File: src/rtl/rtc_pkg.sv
// Shared types and constants for the RTC bus sequencer: state encoding and the
// register sweep table.
package rtc_pkg;

    typedef enum logic [2:0] {
        IDLE,
        A_WR,
        A_REL,
        D_RD,
        D_WR,
        D_REL
    } rtc_state_t;

    localparam int RTC_NUM_REGS = 11;
    localparam int RTC_IDX_W    = 4;

    localparam logic [7:0] RTC_ADDR_TABLE [0:RTC_NUM_REGS-1] = '{
        8'h21, 8'h22, 8'h23, 8'h24, 8'h25, 8'h26, 8'h27, 8'h28,
        8'h41, 8'h42, 8'h43
    };

    localparam logic [7:0] RTC_LATCH_CMD = 8'hF0;

endpackage

File: src/rtl/rtc_phase_timer.sv
// Loadable down-counter timing one bus phase; phase_end marks the last cycle
// of each T_PHASE-cycle phase while counting.
module rtc_phase_timer #(
    parameter int T_PHASE = 10
) (
    input  logic clk,
    input  logic reset_n,
    input  logic load,
    output logic phase_end
);

    localparam int CW = (T_PHASE > 1) ? $clog2(T_PHASE) : 1;
    localparam logic [CW-1:0] RELOAD = CW'(T_PHASE - 1);

    logic [CW-1:0] cnt;

    always_ff @(posedge clk) begin
        if (!reset_n) begin
            cnt <= RELOAD;
        end else if (load || (cnt == '0)) begin
            cnt <= RELOAD;
        end else begin
            cnt <= cnt - CW'(1);
        end
    end

    assign phase_end = (cnt == '0) && !load;

endmodule

File: src/rtl/rtc_bus_sequencer.sv
// Sweeps the external RTC's muxed AD bus and forwards each register byte to the
// bank with a one-cycle AoD=0 strobe. Define RTC_LATCH_CMD_EN to prefix every
// sweep with a latch-command write (0xF0).
//
// state | meaning
// IDLE  | bus released, period counter running
// A_WR  | address phase, write strobe low, AD driven
// A_REL | address held on AD, strobes released
// D_RD  | data phase, read strobe low, AD released
// D_WR  | data phase write of the latch command
// D_REL | strobes released; first cycle carries AoD=0 after a read
module rtc_bus_sequencer
    import rtc_pkg::*;
#(
    parameter int T_PHASE      = 10,
    parameter int SWEEP_PERIOD = 1000000
) (
    input  logic       clk,
    input  logic       reset_n,
    input  logic       start,
    input  logic [7:0] rtc_ad_in,
    output logic [7:0] rtc_ad_out,
    output logic       rtc_ad_oe,
    output logic       rtc_cs_n,
    output logic       rtc_rd_n,
    output logic       rtc_wr_n,
    output logic       rtc_a_d,
    output logic [7:0] address,
    output logic [7:0] data_vga,
    output logic       AoD,
    output logic       busy,
    output logic       done
);

`ifdef RTC_LATCH_CMD_EN
    localparam logic LATCH_EN = 1'b1;
`else
    localparam logic LATCH_EN = 1'b0;
`endif

    localparam int PW = (SWEEP_PERIOD > 1) ? $clog2(SWEEP_PERIOD) : 1;

    rtc_state_t           state, state_n;
    logic [RTC_IDX_W-1:0] idx, idx_n;
    logic                 latch, latch_n;
    logic                 done_n;
    logic [PW-1:0]        per_cnt;
    logic                 phase_end;
    logic                 sweep_start;
    logic [7:0]           tx_addr;

    rtc_phase_timer #(.T_PHASE(T_PHASE)) u_timer (
        .clk       (clk),
        .reset_n   (reset_n),
        .load      (state == IDLE),
        .phase_end (phase_end)
    );

    assign sweep_start = (state == IDLE) && (start || (per_cnt == PW'(SWEEP_PERIOD - 1)));
    assign tx_addr     = latch ? RTC_LATCH_CMD : RTC_ADDR_TABLE[idx];
    assign busy        = (state != IDLE);

    always_ff @(posedge clk) begin
        if (!reset_n) begin
            state    <= IDLE;
            idx      <= '0;
            latch    <= 1'b0;
            done     <= 1'b0;
            per_cnt  <= '0;
            address  <= 8'h00;
            data_vga <= 8'h00;
            AoD      <= 1'b1;
        end else begin
            state   <= state_n;
            idx     <= idx_n;
            latch   <= latch_n;
            done    <= done_n;
            per_cnt <= ((state == IDLE) && !sweep_start) ? per_cnt + PW'(1) : '0;
            AoD     <= 1'b1;
            // Byte and address land together so the bank sees both valid under AoD=0.
            if ((state == D_RD) && phase_end) begin
                data_vga <= rtc_ad_in;
                address  <= RTC_ADDR_TABLE[idx];
                AoD      <= 1'b0;
            end
        end
    end

    always_comb begin
        state_n    = state;
        idx_n      = idx;
        latch_n    = latch;
        done_n     = 1'b0;
        rtc_cs_n   = 1'b1;
        rtc_rd_n   = 1'b1;
        rtc_wr_n   = 1'b1;
        rtc_a_d    = 1'b1;
        rtc_ad_oe  = 1'b0;
        rtc_ad_out = 8'h00;
        case (state)
            IDLE: begin
                if (sweep_start) begin
                    state_n = A_WR;
                    idx_n   = '0;
                    latch_n = LATCH_EN;
                end
            end
            A_WR: begin
                rtc_cs_n   = 1'b0;
                rtc_a_d    = 1'b0;
                rtc_wr_n   = 1'b0;
                rtc_ad_oe  = 1'b1;
                rtc_ad_out = tx_addr;
                if (phase_end) state_n = A_REL;
            end
            A_REL: begin
                rtc_a_d    = 1'b0;
                rtc_ad_oe  = 1'b1;
                rtc_ad_out = tx_addr;
                if (phase_end) state_n = latch ? D_WR : D_RD;
            end
            D_RD: begin
                rtc_cs_n = 1'b0;
                rtc_rd_n = 1'b0;
                if (phase_end) state_n = D_REL;
            end
            D_WR: begin
                rtc_cs_n   = 1'b0;
                rtc_wr_n   = 1'b0;
                rtc_ad_oe  = 1'b1;
                rtc_ad_out = RTC_LATCH_CMD;
                if (phase_end) state_n = D_REL;
            end
            D_REL: begin
                if (phase_end) begin
                    if (latch) begin
                        latch_n = 1'b0;
                        state_n = A_WR;
                    end else if (idx == RTC_IDX_W'(RTC_NUM_REGS - 1)) begin
                        state_n = IDLE;
                        done_n  = 1'b1;
                    end else begin
                        idx_n   = idx + RTC_IDX_W'(1);
                        state_n = A_WR;
                    end
                end
            end
            default: state_n = IDLE;
        endcase
    end

endmodule

File: config.mk
export PLATFORM = sky130hd
export DESIGN_NAME = rtc_bus_sequencer
export DESIGN_NICKNAME = d
export VERILOG_FILES = /design/src/rtl/rtc_pkg.sv /design/src/rtl/rtc_phase_timer.sv /design/src/rtl/rtc_bus_sequencer.sv
export SDC_FILE = /design/constraint.sdc
export NUM_CORES = 1
export LEC_CHECK = 0
export ABC_AREA = 1
export BUFFER_PORTS_ARGS = -buffer_cell sky130_fd_sc_hd__buf_2
export CORE_MARGIN = 3
export CORE_UTILIZATION = 54
export CTS_BUF_LIST = sky130_fd_sc_hd__clkbuf_16
export DETAILED_ROUTE_END_ITERATION = 10
export MAX_ROUTING_LAYER = met4
export PLACE_DENSITY = 0.78
export SETUP_SLACK_MARGIN = 0.5
export SYNTH_ARGS = -nofsm -noshare
export SYNTH_HDL_FRONTEND = slang
export SYNTH_SLANG_ARGS = --single-unit
export TNS_END_PERCENT = 10
File: constraint.sdc
create_clock -name clk -period 1.8 [get_ports clk]
set_input_delay 0.09 -clock clk [delete_from_list [all_inputs] [get_ports clk]]
set_output_delay 0.09 -clock clk [all_outputs]
set_load 0.05 [all_outputs]
-- Yosys cells after proc, flatten, opt, wreduce, memory -nomap -nowiden
Memory sizes are Yosys's and may differ from the RTL's.
Cells that the tools add are included.
W data, S select, Z words.
- $lt $le $gt $ge: 1
- bitwise operators: 4
- mux-type cells: 28
- eq/ne operators: 14
- $add $sub $neg: 3
- reduce and logical (&&, ||, !) cells: 23
- operators by type and width (kind ; count):
    $mux W8 ; 3
    $add A20 B1 Y20 const B ; 1
    $eq A20 B20 Y1 const B ; 1
    $mux W3 ; 6
    $mux W4 ; 4
    $pmux W8 S2 ; 1
    $pmux W3 S5 ; 1
    $ne A2 B2 Y1 const B ; 6
    $mux W1 ; 11
    $reduce_and A5 Y1 ; 2
    $pmux W4 S2 ; 1
    $reduce_or A2 Y1 ; 4
    $eq A3 B2 Y1 const B ; 2
    $eq A3 B3 Y1 const B ; 2
    $reduce_or A3 Y1 ; 2
    $ge A5 B5 Y1 const B ; 1
    $not A4 Y5 ; 1
    $add A4 B1 Y4 const B ; 1
    $eq A4 B4 Y1 const B ; 1
    $logic_and A1 B1 Y1 ; 4
    $logic_not A4 Y1 ; 1
    $reduce_or A4 Y1 ; 1
    $sub A4 B1 Y4 const B ; 1
    $eq A3 B1 Y1 const B ; 1
    10 further kinds ; 14
- memory bits (read-only): 128
- memories: 1
- word-level logic and storage cells: 83
- input port bits: 11
- bits in registers: 50
- output and inout port bits: 32
- memories (memory ; words ; width ; rd ports ; clocked after memory_dff ; wr ports ; line ; RTL):
    (name not given) ; 16 ; 8 ; 1 ; 0 ; 0 ; rtc_bus_sequencer.sv:83 ; address <= RTC_ADDR_TABLE[idx];

-- Longest topological paths before layout
- depth after elaboration: 6
- depth in mapped cells: 10
- gate-level depth less buffers: 10

-- Modules after synthesis
Synthesis repeated with hierarchy kept, for this count alone.
- cells, all modules: 314
- area total of the unflattened synthesis: 2285.9 um2
- by module, submodules not included (module ; area each (um2) ; sequential area each (um2) ; cells each ; instances):
    rtc_bus_sequencer ; 2099.5 ; 860.8 ; 291 ; 1
    rtc_phase_timer ; 186.4 ; 80.1 ; 23 ; 1

-- Least setup slack after synthesis
Ideal clock, no wire load.
- path type: reg-to-output
- from: register state[1]
- to: output port rtc_ad_out[5]
- data arrival time: 2039 ps
- cell stages (with the launch flop): 5
- data required time: 1710 ps
- buffers on the path: 0
- setup slack: -329 ps
- cells stage by stage: dfxtp_1 > inv_1 > nand2_1 > nand3_2 > o21ai_0
- cells in the longest elaborated chain, start to end: 3
- elaborated cells between the ends (all ways): 5
- those cells by class: 3 x eq/ne; 1 x mux; 1 x reduce/logical
- RTL lines (what ; line ; RTL):
    start, declared ; rtc_bus_sequencer.sv:43 ; rtc_state_t state, state_n;
    start signal, assigned ; rtc_bus_sequencer.sv:74 ; state <= state_n;
    $eq A3 B2 Y1 or $eq A3 B1 Y1 (tied branches) ; rtc_bus_sequencer.sv:100 ; case (state)
    $reduce_or A2 Y1 (no line) ; n/a ;
    $pmux W8 S2 * ; rtc_bus_sequencer.sv:100 ;
    end, declared ; rtc_bus_sequencer.sv:22 ; output logic [7:0] rtc_ad_out,
Every way passes the cells marked *; elsewhere a longest branch is shown, timed or not.

-- Final worst setup path
- from: register idx[0]
- to: register idx[0]
- cells in the longest elaborated chain, start to end: 5
- elaborated cells between the ends (all ways): 8
- those cells by class: 1 x add/sub; 2 x eq/ne; 4 x mux; 1 x reduce/logical
- RTL lines (what ; line ; RTL):
    start, declared ; rtc_bus_sequencer.sv:44 ; logic [RTC_IDX_W-1:0] idx, idx_n;
    start signal, assigned ; rtc_bus_sequencer.sv:75 ; idx <= idx_n;
    $add A4 B1 Y4 ; rtc_bus_sequencer.sv:143 ; idx_n = idx + RTC_IDX_W'(1);
    $mux W4 ; rtc_bus_sequencer.sv:139 ; end else if (idx == RTC_IDX_W'(RTC_NUM_REGS - 1)) begin
    $mux W4 ; rtc_bus_sequencer.sv:136 ; if (latch) begin
    $mux W4 ; rtc_bus_sequencer.sv:135 ; if (phase_end) begin
    $pmux W4 S2 ; rtc_bus_sequencer.sv:100 ;
Several ways; a longest one is shown, not always the timed one. The select of a mux whose other input is x is not followed.
A chain may end at the register's enable or synchronous reset.

==> impl_metrics.py <==
metrics = {
    "routing": {
        "wire_per_inst_um": 18.7,
        "viasPerCell": 5.97,
        "drtIter0Drc": 236,
        "drcViolationCount": 0,
        "routed_wl_um": 7880,
        "via_count": 2518,
        "antenna_left": 0,
        "first_pass_iters": 5,
    },
    "power": {
        "irDropWorstVdd_uv": 866,
        "sw_frac_of_total_pct": 45.9,
        "p_clk_share_pct": 19.5,
        "finalPower_w": 0.00468,
        "p_leak_nw": 1.39,
        "p_comb_share_pct": 52.5,
        "p_seq_share_pct": 28.0,
        "switchingPower_w": 0.00215,
        "pwr_density_cell_nw_per_um2": 1380,
        "p_int_w": 0.00253,
    },
    "placed_design": {
        "place.gp.congestion": 0.824,
        "io_buffers": 40,
        "dp_hpwl_um": 3510,
        "place_area_um2": 2550,
    },
    "cells_and_area": {
        "n_antenna_cell": 0,
        "design_area_um2": 3390,
        "drive_gt1_share_pct": 47.6,
        "postLayoutCoreUtil_pct": 88.7,
        "fin_nets": 392,
        "area_delta_synth_final_pct": 51.6,
    },
    "worst_setup_path": {
        "cp_max_fo": 5,
        "endpoint_kind": "register",
        "worstSetupStartpointType": "register",
        "worstPathRequired_ps": 2010,
        "crit_start": "idx[0]$_SDFFE_PN0P_",
        "arrival_ps": 1800,
        "r2r_slack_ps": 210,
        "r2r_start": "idx[0]$_SDFFE_PN0P_",
        "path_class": "register to register",
    },
    "logic_synthesis": {
        "synth_edf_count": 0,
        "yosys.area.top_type": "dfxtp_1",
        "ys_ff_latch": 47,
        "synth.top_cells.by_area": "dfxtp_1 (42%), nor2_1 (11%), nand2_1 (7.2%)",
        "ys.flop_type": "dfxtp_1",
        "synth.avg_cell_area_um2": 7.43,
        "yosys.cell_types.count": 30,
        "yosysWarnings": 0,
        "syn-cell-area_um2": 2240,
        "async_flop_share_pct": 0,
        "seq_area_frac_synth_pct": 42.1,
        "yosysTopAreaCellShare_pct": 42.1,
        "syn_inst": 301,
    },
    "sta": {
        "fin_skew_ps": 2.00,
        "final.min_clock_period_ps": 1590,
        "post-route-period-util_pct": 88.5,
        "maxSlewViolCount": 0,
        "tns_ps": 0,
        "fmaxAchievable_mhz": 628,
        "hold_viol_final": 0,
        "rsz0062_at_grt": "true",
        "setup_viol": 0,
    },
    "clocking": {
        "path_clk_slew_ps": 60,
        "numCtsBuffers": 5,
        "clk_latency_ps": 290,
        "cts_tree": "yes",
        "htree_levels": 2,
        "cts.sinks": 47,
        "cts.path.max_buffers": 2,
        "root_buffer": "clkbuf_16",
        "hold_buffers": 0,
    },
    "grt": {
        "grt.total_usage_pct": 27.8,
        "grt_pass1_vias": 2267,
        "grt_start_max_net_pins": 21,
        "antenna_found_initial": 0,
        "grt_overflow": 0,
        "grt_pass1_wl_um": 10700,
    },
    "job": {
        "drv_cap": 0,
    },
    "floorplan": {
        "core_area_um2": 3830,
        "ioPinCount": 43,
        "start_util_pct": 58.5,
        "fp.dieW_um": 70.4,
        "dieArea_um2": 4950,
        "rows": 22,
        "die_h_um": 70.4,
    },
    "min_path": {
        "worstHoldStart": "rtc_ad_in[4]",
        "holdCritPathClass": "input port to register",
    },
    "outcome": {
        "status": "finished, final reports clean",
    },
}
## cells in the final DEF, fill, tap and decap left out, drive strengths merged
cell and instances:
nor2 72, a31oi 1, ha 8, nor3b 2, xnor2 3, nand4 7
dfxtp 47, clkbuf 5, inv 32, nand2 46, o21ai 23, and3 2
a211oi 2, nor3 6, buf 70, clkinvlp 2, a21oi 16, xor2 5
clkinv 1, conb 2, nand3 19, or2 3
## metal layers
metal,global-route usage [%],up-vias,part of all wire (%)
met1,31.8,1190,39
li1,-,1113,-
met5,-,-,0
met4,12.8,0,5.8
met2,46.9,168,49
met3,5.04,47,7.0
## power by group through the flow
stage / Combinational (W) / Sequential [W] / Clock [W]
after CTS: 0.00211 / 0.00129 / 0.000906
after global placement: 0.00157 / 0.00123 / 0
after detailed placement: 0.00160 / 0.00124 / 0
final: 0.00246 / 0.00131 / 0.000912
after global routing: 0.00258 / 0.00132 / 0.000954
after floorplan: 0.00134 / 0.00122 / 0
## worst max-delay path: stages (launching register included)
cell and delay, ps:
dfxtp_4 400, inv_4 70, ha_1 190, nand2_1 100, nor2_2 70, o21ai_4 220, nand3_4 140, nand2_1 110
inv_1 60, nor2_1 140
## cell type report
| class | count | area, um2 |
|---|---|---|
| fillers | 173 | 434 |
| clock buffers | 5 | 125 |
| flip-flops and latches | 47 | 983 |
| multi-input cells | 217 | 1550 |
| clock inverters | 3 | 16.3 |
| repair buffers | 70 | 510 |
| well taps | 48 | 60.1 |
| inverters | 32 | 144 |
## cells in the mapped netlist (2+ instances only)
master,instances
nor2_1,64
dfxtp_1,47
nand2_1,43
inv_1,28
o21ai_0,20
a21oi_1,16
nand3_1,11
ha_1,8
nand4_1,7
nand3_2,6
nor2_2,6
xor2_1,5
buf_4,4
inv_2,4
nor3_1,4
clkbuf_1,3
nand2_2,3
xnor2_1,3
a211oi_1,2
and3_1,2
nor2_4,2
nor3_2,2
nor3b_1,2
o21ai_2,2
or2_2,2
## state kept, by name, summed over array words and instances, names as in the netlist
| register | count |
|---|---|
| per_cnt | 20 |
| state | 3 |
| done | 1 |
| address | 6 |
| u_timer.cnt | 4 |
| AoD | 1 |
| data_vga | 8 |
| idx | 4 |
## per-stage QoR
stage	setup slack (ps)	instances	hold WS (ps)
after floorplan	399	302	225
after global placement	252	384	309
after detailed placement	192	384	318
after CTS	358	412	22.8
after global routing	140	422	36.1
final	207	422	23.9
## final timing paths
kind	end	cells after the start
worst min-delay path	data_vga[4]$_SDFFE_PN0P_	3
worst min register to register	u_timer.cnt[0]$_SDFF_PP1_	1
worst max register to register	idx[0]$_SDFFE_PN0P_	9
worst max-delay path	idx[0]$_SDFFE_PN0P_	9
## kinds of logic after synthesis
family,count (synthesis),synth area share (%)
flops,47,42.1
fa+ha+maj,8,4.47
simple gates,155,32.4
buf+inv,40,7.72
other cells,1,0.168
compound gates,42,10.0
xor+xnor,8,3.13
## timing repair
| action | CTS | global route |
|---|---|---|
| resized for setup | 80 | 49 |
| hold endpoints to repair | 0 | 0 |
| setup buffers | 18 | 10 |
| cloned | 2 | 0 |
| pin swaps | 23 | 16 |
| endpoints found under the setup margin | 56 | 59 |
Note: power is estimated with default switching activity, not from simulation.
